===== src/rtl/id_ex_stage_reg_pkg.sv =====
// Shared core definitions for the decode/execute boundary: result-mux
// encodings, branch type codes and the packed control word that travels
// from the control unit into the execute stage.
package id_ex_stage_reg_pkg;

  typedef enum logic [1:0] {
    RES_ALU = 2'b00,
    RES_MEM = 2'b01,
    RES_PC4 = 2'b10
  } result_src_e;

  typedef enum logic [2:0] {
    BR_NONE = 3'b000,
    BR_BEQ  = 3'b001,
    BR_BNE  = 3'b010,
    BR_BLT  = 3'b011,
    BR_BGE  = 3'b100,
    BR_BLTU = 3'b101,
    BR_BGEU = 3'b110
  } branch_type_e;

  typedef struct packed {
    logic       reg_write;
    logic [1:0] result_src;
    logic       mem_write;
    logic       jump;
    logic [2:0] branch;
    logic [3:0] alu_control;
    logic       alu_src;
    logic       alu_src_a;
    logic       pc_target_src;
  } ctrl_t;

  // A bubble is an all-zero control word: no write-back, no store, no
  // jump, BR_NONE and the ALU result selected.
  localparam ctrl_t CTRL_BUBBLE = '0;

endpackage


===== src/rtl/id_ex_stage_reg_hazard_detect.sv =====
// Purely combinational load-use and redirect hazard logic. A redirect from
// execute wins over a load-use stall because the decode instruction is on
// the wrong path and is about to be flushed anyway.
module hazard_detect
  import id_ex_stage_reg_pkg::*;
(
  input  logic       valid_e,
  input  logic [1:0] result_src_e,
  input  logic       reg_write_e,
  input  logic [4:0] rd_e,
  input  logic       valid_d,
  input  logic [4:0] rs1_d,
  input  logic [4:0] rs2_d,
  input  logic       pc_src_e,
  output logic       load_use,
  output logic       stall_f,
  output logic       stall_d,
  output logic       flush_d
);

  // rs2 is always compared, even for instructions that ignore it; the
  // occasional extra stall is cheaper than decoding operand usage here.
  always_comb begin
    load_use = valid_e && (result_src_e == RES_MEM) && reg_write_e &&
               (rd_e != 5'd0) && valid_d &&
               ((rd_e == rs1_d) || (rd_e == rs2_d));
    flush_d  = pc_src_e;
    stall_f  = load_use && !pc_src_e;
    stall_d  = load_use && !pc_src_e;
  end

endmodule


===== src/rtl/id_ex_stage_reg.sv =====
// ID/EX pipeline register. Captures the decode control word and operands,
// loads a deterministic bubble on a load-use stall or an execute redirect,
// and keeps a saturating count of load-use stall cycles.
module id_ex_stage_reg
  import id_ex_stage_reg_pkg::*;
#(
  parameter int XLEN  = 32,
  parameter int CNT_W = 16
) (
  input  logic            clk,
  input  logic            rst,
  input  logic            RegWriteD,
  input  logic            MemWriteD,
  input  logic            JumpD,
  input  logic            ALUSrcD,
  input  logic            ALUSrcAD,
  input  logic            PCTargetSrcD,
  input  logic [1:0]      ResultSrcD,
  input  logic [2:0]      BranchD,
  input  logic [3:0]      ALUControlD,
  input  logic [XLEN-1:0] RD1D,
  input  logic [XLEN-1:0] RD2D,
  input  logic [XLEN-1:0] PCD,
  input  logic [XLEN-1:0] ImmExtD,
  input  logic [XLEN-1:0] PCPlus4D,
  input  logic [4:0]      Rs1D,
  input  logic [4:0]      Rs2D,
  input  logic [4:0]      RdD,
  input  logic            ValidD,
  input  logic            PCSrcE,
  output logic            RegWriteE,
  output logic            MemWriteE,
  output logic            JumpE,
  output logic            ALUSrcE,
  output logic            ALUSrcAE,
  output logic            PCTargetSrcE,
  output logic [1:0]      ResultSrcE,
  output logic [2:0]      BranchE,
  output logic [3:0]      ALUControlE,
  output logic [XLEN-1:0] RD1E,
  output logic [XLEN-1:0] RD2E,
  output logic [XLEN-1:0] PCE,
  output logic [XLEN-1:0] ImmExtE,
  output logic [XLEN-1:0] PCPlus4E,
  output logic [4:0]      Rs1E,
  output logic [4:0]      Rs2E,
  output logic [4:0]      RdE,
  output logic            ValidE,
  output logic            StallF,
  output logic            StallD,
  output logic            FlushD,
  output logic [CNT_W-1:0] LoadUseCnt
);

  localparam logic [CNT_W-1:0] CNT_MAX = '1;

  ctrl_t            ctrl_d;
  ctrl_t            ctrl_e;
  logic [XLEN-1:0]  rd1_e, rd2_e, pc_e, imm_e, pc_plus4_e;
  logic [4:0]       rs1_e, rs2_e, rd_e;
  logic             valid_e;
  logic [CNT_W-1:0] load_use_cnt;
  logic             load_use;
  logic             squash;

  assign ctrl_d = '{reg_write:     RegWriteD,
                    result_src:    ResultSrcD,
                    mem_write:     MemWriteD,
                    jump:          JumpD,
                    branch:        BranchD,
                    alu_control:   ALUControlD,
                    alu_src:       ALUSrcD,
                    alu_src_a:     ALUSrcAD,
                    pc_target_src: PCTargetSrcD};

  hazard_detect u_hazard_detect (
    .valid_e      (valid_e),
    .result_src_e (ctrl_e.result_src),
    .reg_write_e  (ctrl_e.reg_write),
    .rd_e         (rd_e),
    .valid_d      (ValidD),
    .rs1_d        (Rs1D),
    .rs2_d        (Rs2D),
    .pc_src_e     (PCSrcE),
    .load_use     (load_use),
    .stall_f      (StallF),
    .stall_d      (StallD),
    .flush_d      (FlushD)
  );

  assign squash = PCSrcE || load_use;

  // Execute-stage register: a bubble on any squash, otherwise copy decode.
  always_ff @(posedge clk or negedge rst) begin
    if (!rst) begin
      ctrl_e     <= CTRL_BUBBLE;
      valid_e    <= 1'b0;
      rd1_e      <= '0;
      rd2_e      <= '0;
      pc_e       <= '0;
      imm_e      <= '0;
      pc_plus4_e <= '0;
      rs1_e      <= '0;
      rs2_e      <= '0;
      rd_e       <= '0;
    end else if (squash) begin
      ctrl_e     <= CTRL_BUBBLE;
      valid_e    <= 1'b0;
      rd1_e      <= '0;
      rd2_e      <= '0;
      pc_e       <= '0;
      imm_e      <= '0;
      pc_plus4_e <= '0;
      rs1_e      <= '0;
      rs2_e      <= '0;
      rd_e       <= '0;
    end else begin
      ctrl_e     <= ctrl_d;
      valid_e    <= ValidD;
      rd1_e      <= RD1D;
      rd2_e      <= RD2D;
      pc_e       <= PCD;
      imm_e      <= ImmExtD;
      pc_plus4_e <= PCPlus4D;
      rs1_e      <= Rs1D;
      rs2_e      <= Rs2D;
      rd_e       <= RdD;
    end
  end

  // Saturating count of real load-use stalls; redirect cycles are not stalls.
  always_ff @(posedge clk or negedge rst) begin
    if (!rst) begin
      load_use_cnt <= '0;
    end else if (load_use && !PCSrcE && (load_use_cnt != CNT_MAX)) begin
      load_use_cnt <= load_use_cnt + CNT_W'(1);
    end
  end

  assign RegWriteE    = ctrl_e.reg_write;
  assign ResultSrcE   = ctrl_e.result_src;
  assign MemWriteE    = ctrl_e.mem_write;
  assign JumpE        = ctrl_e.jump;
  assign BranchE      = ctrl_e.branch;
  assign ALUControlE  = ctrl_e.alu_control;
  assign ALUSrcE      = ctrl_e.alu_src;
  assign ALUSrcAE     = ctrl_e.alu_src_a;
  assign PCTargetSrcE = ctrl_e.pc_target_src;
  assign RD1E         = rd1_e;
  assign RD2E         = rd2_e;
  assign PCE          = pc_e;
  assign ImmExtE      = imm_e;
  assign PCPlus4E     = pc_plus4_e;
  assign Rs1E         = rs1_e;
  assign Rs2E         = rs2_e;
  assign RdE          = rd_e;
  assign ValidE       = valid_e;
  assign LoadUseCnt   = load_use_cnt;

endmodule


===== config.mk =====
export PLATFORM = sky130hd
export DESIGN_NAME = id_ex_stage_reg
export DESIGN_NICKNAME = d
export VERILOG_FILES = /design/src/rtl/id_ex_stage_reg_pkg.sv /design/src/rtl/id_ex_stage_reg_hazard_detect.sv /design/src/rtl/id_ex_stage_reg.sv
export SDC_FILE = /design/constraint.sdc
export NUM_CORES = 1
export LEC_CHECK = 0
export CORE_AREA = 10 10 155 157
export DETAILED_ROUTE_END_ITERATION = 7
export DIE_AREA = 0 0 165 167
export PLACE_DENSITY = 0.75
export SYNTH_ARGS = -nofsm -noshare
export SYNTH_HDL_FRONTEND = slang
export SYNTH_HIERARCHICAL = 1
export SYNTH_SLANG_ARGS = --single-unit

===== constraint.sdc =====
create_clock -name clk -period 2.1 [get_ports clk]
set_clock_uncertainty 0.1 [all_clocks]
set_input_delay 0.42 -clock clk [delete_from_list [all_inputs] [get_ports clk]]
set_output_delay 0.42 -clock clk [all_outputs]
set_load 0.02 [all_outputs]

==> flow_metrics.py, run 1 <==
metrics = {
    "worst_setup_path": {
        "cp.required_ps": 1580,
        "worstSetupEndpointType": "output port",
        "cp_max_fo": 2,
        "startpoint_type": "flop",
        "crit_type": "reg -> out",
        "arrival_ps": 1910,
    },
    "yosys": {
        "synth_top_family_by_area": "simple AND/OR/NAND/NOR gates",
        "ys_seq_area_frac": 0.738,
        "yosys.area.top_type": "dfrtp_1",
        "synth-simple-area-share": 0.210,
        "ys_ff_latch": 207,
        "syn_area_per_cell_um2": 14.0,
        "synthXorXnorAreaFrac": 0.0312,
        "synth-compound-area-share": 0.00232,
        "synth_cells": 501,
        "muxShareOfSynthArea": 0.00160,
        "yosys-top-cells-area": "dfrtp_1 (74%), and2_1 (17%), xor2_1 (2.6%), clkbuf_1 (1.2%), nand3_1 (0.64%)",
        "yosysTopAreaCellShare": 0.738,
        "synthAdderAreaFrac": 0.00178,
        "synth_nets": 696,
        "netlist_area_um2": 7020,
        "yosys_warnings": 6,
        "ys_types": 27,
    },
    "placed_design": {
        "dp.cells": 1190,
        "gp_congestion": 0.786,
        "place_area_um2": 11700,
        "dp_slack_ps": -666,
        "io_buffers": 403,
        "dp_hpwl_mm": 19.5,
    },
    "final_layout": {
        "drive_above_1_share": 0.138,
        "final_cell_area_um2": 13100,
        "multi_input_area_um2": 1980,
        "final_nets": 1157,
        "regArea_um2": 5190,
        "fin_cells": 1252,
        "syn_to_final_growth_pct": 87.2,
        "nFillCells": 1532,
        "antenna_cells": 0,
        "finalCoreUtilization": 0.631,
    },
    "drt": {
        "vias": 5335,
        "final_antenna_net_count": 0,
        "wirelength_mm": 25.9,
        "drtIter0Drc": 174,
        "dr.pass1.iters": 4,
        "wl_per_cell_um": 20.7,
        "remaining_drc_errors": 0,
        "drt-vias-per-instance": 4.26,
    },
    "timing": {
        "finalSetupTns_ps": -35870,
        "clock.fmax_mhz": 411,
        "hold_viol_final": 0,
        "setup_viol": 205,
        "slew_viol_final": 0,
        "period_share": 1.16,
        "setup_ws_ps": -331,
        "holdWs_ps": 373,
        "fin_crit_ps": 2430,
        "tightest_slew_ps": 549,
        "rsz0062_at_grt": "yes",
        "max_slew_margin": 0.634,
    },
    "global_route": {
        "grt_pass1_wl_mm": 37.1,
        "first_global_vias": 5994,
        "grt_use_total": 0.176,
        "globalRouteOverflowTotal": 0,
        "grt_antenna_before_repair": 0,
        "grt_max_degree": 57,
    },
    "power_and_ir_drop": {
        "pwr-share-comb": 0.158,
        "p_leak_nw": 6.12,
        "p_sw_mw": 2.20,
        "powerDensity_nw_per_um2": 719,
        "power.total_mw": 9.44,
        "clkPwrFrac": 0.394,
        "switching_share": 0.233,
        "internal_power_mw": 7.24,
        "vdd_ir_drop_max_uv": 574,
        "seqPwrFrac": 0.449,
    },
    "die": {
        "start_util": 0.337,
        "num_rows": 53,
        "die_h_um": 167,
        "dieArea_um2": 27600,
        "coreArea_um2": 20800,
        "ios": 404,
        "die_w_um": 165,
    },
    "clock_tree": {
        "clock_latency_ps": 500,
        "h-tree-depth": 1,
        "cts_buffer_depth": 3,
        "clkSinkCount": 207,
        "cts_made_buffers": 23,
        "clock-root-buffer": "clkbuf_16",
        "path_clk_slew_ps": 60,
        "cts_tree": "yes",
    },
    "run": {
        "maxCapViolations": 0,
    },
    "worst_hold_path": {
        "hp-class": "in -> reg",
    },
    "status": {
        "status": "finished, violations left",
        "violations": "negative setup slack",
    },
}
==> state kept, by name (all words and copies together) (netlist names), 2 cells and up <==
| register | cells |
|---|---|
| BranchE | 3 |
| RD2E | 32 |
| ImmExtE | 32 |
| ResultSrcE | 2 |
| LoadUseCnt | 16 |
| PCPlus4E | 32 |
| RD1E | 32 |
| ALUControlE | 4 |
| Rs2E | 5 |
| PCE | 32 |
| RdE | 5 |
| Rs1E | 5 |
==> area by class of cell <==
class	instances	area share
tap	275	0.0262
clock inverter	9	0.00581
clock buffer	31	0.0476
multi-input combinational	269	0.150
timing repair buffer	461	0.375
sequential	207	0.395
==> placed cells by master (no fill, tap or decap), types with 6 or more instances in the layout <==
master | synthesis | final
and2_1 | 191 | 186
buf_12 | 0 | 13
buf_16 | 0 | 7
buf_4 | 2 | 22
buf_6 | 0 | 11
clkbuf_1 | 22 | 6
clkbuf_16 | 0 | 26
clkdlybuf4s50_1 | 0 | 377
clkinv_2 | 0 | 6
dfrtp_1 | 207 | 202
dlymetal6s2s_1 | 0 | 19
nand3_1 | 9 | 7
nand4_1 | 6 | 6
nor3_4 | 0 | 6
xor2_1 | 21 | 21
==> cell usage after synthesis, drive strengths merged <==
| master | instances |
|---|---|
| dfrtp | 207 |
| nor3 | 9 |
| and4 | 1 |
| nor4 | 5 |
| nor3b | 2 |
| mux2 | 1 |
| or2 | 1 |
| ha | 1 |
| buf | 3 |
| nand2b | 1 |
| xor2 | 21 |
| nand2 | 3 |
| xnor2 | 4 |
| nand3 | 10 |
| nor2 | 5 |
| or3 | 1 |
| o21ai | 1 |
| a22oi | 1 |
| or4 | 1 |
| and3 | 4 |
| clkbuf | 22 |
| and2 | 191 |
| nand4 | 6 |
==> worst paths after layout <==
| kind | start | endpoint | cells past startpoint | slack [ps] |
|---|---|---|---|---|
| setup / recovery | RdE[2]$_DFF_PN0_ | StallF | 5 | -330 |
| hold / removal | RdD[1] | RdE[1]$_DFF_PN0_ | 2 | 370 |
| setup reg to reg | RdE[2]$_DFF_PN0_ | PCE[14]$_DFF_PN0_ | 10 | -250 |
| hold reg to reg | LoadUseCnt[5]$_DFFE_PN0P_ | LoadUseCnt[5]$_DFFE_PN0P_ | 1 | 420 |
| max in group asynchronous | rst | RD2E[29]$_DFF_PN0_ | 3 | 880 |
| min in group asynchronous | rst | LoadUseCnt[12]$_DFFE_PN0P_ | 2 | 420 |
==> power groups by stage <==
stage / combinational [mW] / sequential [mW] / clock (mW)
6_report: 1.49 / 4.24 / 3.72
5_1_grt: 1.59 / 4.25 / 4.01
4_1_cts: 1.49 / 4.24 / 3.83
3_5_place_dp: 1.40 / 4.31 / 0
3_3_place_gp: 1.39 / 4.30 / 0
2_1_floorplan: 0.176 / 4.55 / 0
==> metal layers <==
metal	up-vias	wire length (µm)	global-route usage
li1	2491	-	-
met1	2536	9210	0.185
met2	274	13400	0.316
met3	34	2790	0.0735
met4	0	472	0.0416
met5	-	0	0
==> cells by family after synthesis <==
logic type	after synthesis
AND/OR/NAND/NOR	240
flip-flops	207
AO/OA/AOI/OAI	2
adder cells (fa/ha/maj)	1
buffers and inverters	25
multiplexers	1
XOR/XNOR	25
==> repair_timing <==
action,CTS,global route
endpoints found under the hold margin,47,0
gates resized for setup,53,54
hold buffers,1,0
pin swaps,10,20
buffers inserted,11,3
gates cloned,7,3
endpoints found under the setup margin,219,229
==> critical path: stages, from the launching register on <==
cell and delay, ps:
dfrtp_2 400, or4_4 550, o21ai_4 170, buf_6 120, nor3_4 40, buf_6 130
Power figures use the tool's default switching activity.
==> run 2, diff against run 1 <==
==> constraint.sdc (replaced) <==
create_clock -name clk -period 2.1 [get_ports clk]
set_clock_uncertainty 0.1 [all_clocks]
set_input_delay 0.42 -clock clk [delete_from_list [all_inputs] [get_ports clk]]
set_output_delay 0.42 -clock clk [all_outputs]
set_load 0.005 [all_outputs]
==> flow_metrics.py, run 2 (same netlist as run 1, synthesis figures left out) <==
metrics = {
    "status": {
        "status": "finished, violations left",
        "violations": "negative setup slack",
    },
    "clock_tree": {
        "cts_buffer_depth": 3,
        "h-tree-depth": 1,
        "cts_made_buffers": 23,
        "path_clk_slew_ps": 60,
        "cts_tree": "yes",
        "clock_latency_ps": 500,
        "clock-root-buffer": "clkbuf_16",
        "clkSinkCount": 207,
    },
    "worst_setup_path": {
        "r2r-start": "RdE[2]$_DFF_PN0_",
        "worstSetupEndpointType": "output port",
        "r2r_cells": 11,
        "crit_type": "reg -> out",
        "ff2ff_setup_slack_ps": -240,
        "cp.required_ps": 1580,
        "startpoint_type": "flop",
        "cp_max_fo": 2,
        "crit_start": "RdE[2]$_DFF_PN0_",
        "r2r_end": "RD2E[1]$_DFF_PN0_",
        "arrival_ps": 1840,
        "critPathCapture": "StallF",
    },
    "global_route": {
        "grt_pass1_wl_mm": 38.6,
        "grt_max_degree": 55,
        "first_global_vias": 5923,
        "grt_use_total": 0.185,
        "grt_antenna_before_repair": 2,
        "globalRouteOverflowTotal": 0,
    },
    "power_and_ir_drop": {
        "p_sw_mw": 2.19,
        "pwr-share-comb": 0.155,
        "powerDensity_nw_per_um2": 719,
        "seqPwrFrac": 0.413,
        "power.total_mw": 10.3,
        "p_leak_nw": 6.52,
        "internal_power_mw": 8.07,
        "clkPwrFrac": 0.432,
        "switching_share": 0.214,
        "vdd_ir_drop_max_uv": 740,
    },
    "die": {
        "coreArea_um2": 20800,
        "die_h_um": 167,
        "ios": 404,
        "dieArea_um2": 27600,
        "die_w_um": 165,
        "num_rows": 53,
        "start_util": 0.337,
    },
    "drt": {
        "drt-vias-per-instance": 4.47,
        "drtIter0Drc": 214,
        "wl_per_cell_um": 23.3,
        "dr.pass1.iters": 4,
        "wirelength_mm": 29.9,
        "vias": 5721,
        "remaining_drc_errors": 0,
        "final_antenna_net_count": 0,
    },
    "timing": {
        "finalSetupTns_ps": -23100,
        "tightest_slew_ps": 496,
        "holdWs_ps": 135,
        "period_share": 1.12,
        "slew_viol_final": 0,
        "setup_viol": 194,
        "clock.fmax_mhz": 424,
        "setup_ws_ps": -256,
        "hold_viol_final": 0,
        "fin_crit_ps": 2360,
        "max_slew_margin": 0.669,
        "rsz0062_at_grt": "yes",
    },
    "final_layout": {
        "nFillCells": 1428,
        "mostFrequentLayoutCell": "clkdlybuf4s50_1",
        "final_cell_mix": "clkdlybuf4s50_1 (395), dfrtp_1 (202), and2_4 (180)",
        "drive_above_1_share": 0.343,
        "final_nets": 1184,
        "syn_to_final_growth_pct": 103,
    },
    "placed_design": {
        "dp_hpwl_mm": 19.4,
        "gp_congestion": 0.839,
        "dp_slack_ps": -695,
        "io_buffers": 403,
    },
    "run": {
        "maxCapViolations": 0,
    },
    "worst_hold_path": {
        "hold-path-cell-count": 2,
        "hp-class": "in -> reg",
    },
}
-- run 2: cell type report --
| class | instances | area [µm²] | share of cell area |
|---|---|---|---|
| timing repair buffer | 488 | 5450 | 0.382 |
| multi-input combinational | 269 | 2450 | 0.172 |
| tap | 275 | 344 | 0.0241 |
| clock buffer | 31 | 656 | 0.0459 |
| sequential | 207 | 5190 | 0.363 |
| antenna | 1 | 2.50 | 0.000175 |
| clock inverter | 10 | 181 | 0.0127 |
-- run 2: per-stage QoR --
step | instance area [µm²] | utilization | std cells
global route | 14300 | 0.685 | 1281
global placement | 11600 | 0.558 | 1184
detailed placement | 11600 | 0.558 | 1184
finish | 14300 | 0.685 | 1281
floorplan | 7020 | - | 501
CTS | 13300 | 0.637 | 1260
-- run 2: worst min-delay path by stage --
stage	end	startpoint
2_1_floorplan	ALUControlE[0]$_DFF_PN0_	rst
3_3_place_gp	BranchE[1]$_DFF_PN0_	rst
3_5_place_dp	PCE[13]$_DFF_PN0_	rst
4_1_cts	RD1E[24]$_DFF_PN0_	RD1D[24]
5_1_grt	ValidE$_DFF_PN0_	ValidD
6_report	ValidE$_DFF_PN0_	ValidD
-- run 2: routing by layer --
metal  global-route usage  part of all wire  routed length (µm)  up-vias
li1                     -                 -                   -     2563
met1                0.198              0.35               10600     2823
met2                0.328              0.52               15600      299
met3               0.0821              0.11                3220       34
met4               0.0374             0.016                 482        2
met5                    0           0.00043                  13        -
-- run 2: worst max-delay path, stage by stage, from the launching register on --
cell and delay (ps):
dfrtp_1 410, buf_6 130, or4_4 420, o21ai_4 170
nor3_2 80, buf_2 130
-- run 2: power by group through the flow --
stage	logic [mW]	registers, mW	clock network (mW)
floorplan	0.174	4.33	0
global placement	1.15	4.30	0
detailed placement	1.16	4.31	0
CTS	1.37	4.24	4.47
global route	1.69	4.25	4.65
finish	1.59	4.24	4.43
-- run 2: timing repair --
action,CTS,global route
cloned,14,11
pin swaps,11,183
hold endpoints to repair,46,0
setup endpoints to repair,205,214
resized for setup,60,248
hold buffers,1,0
setup buffers,20,17
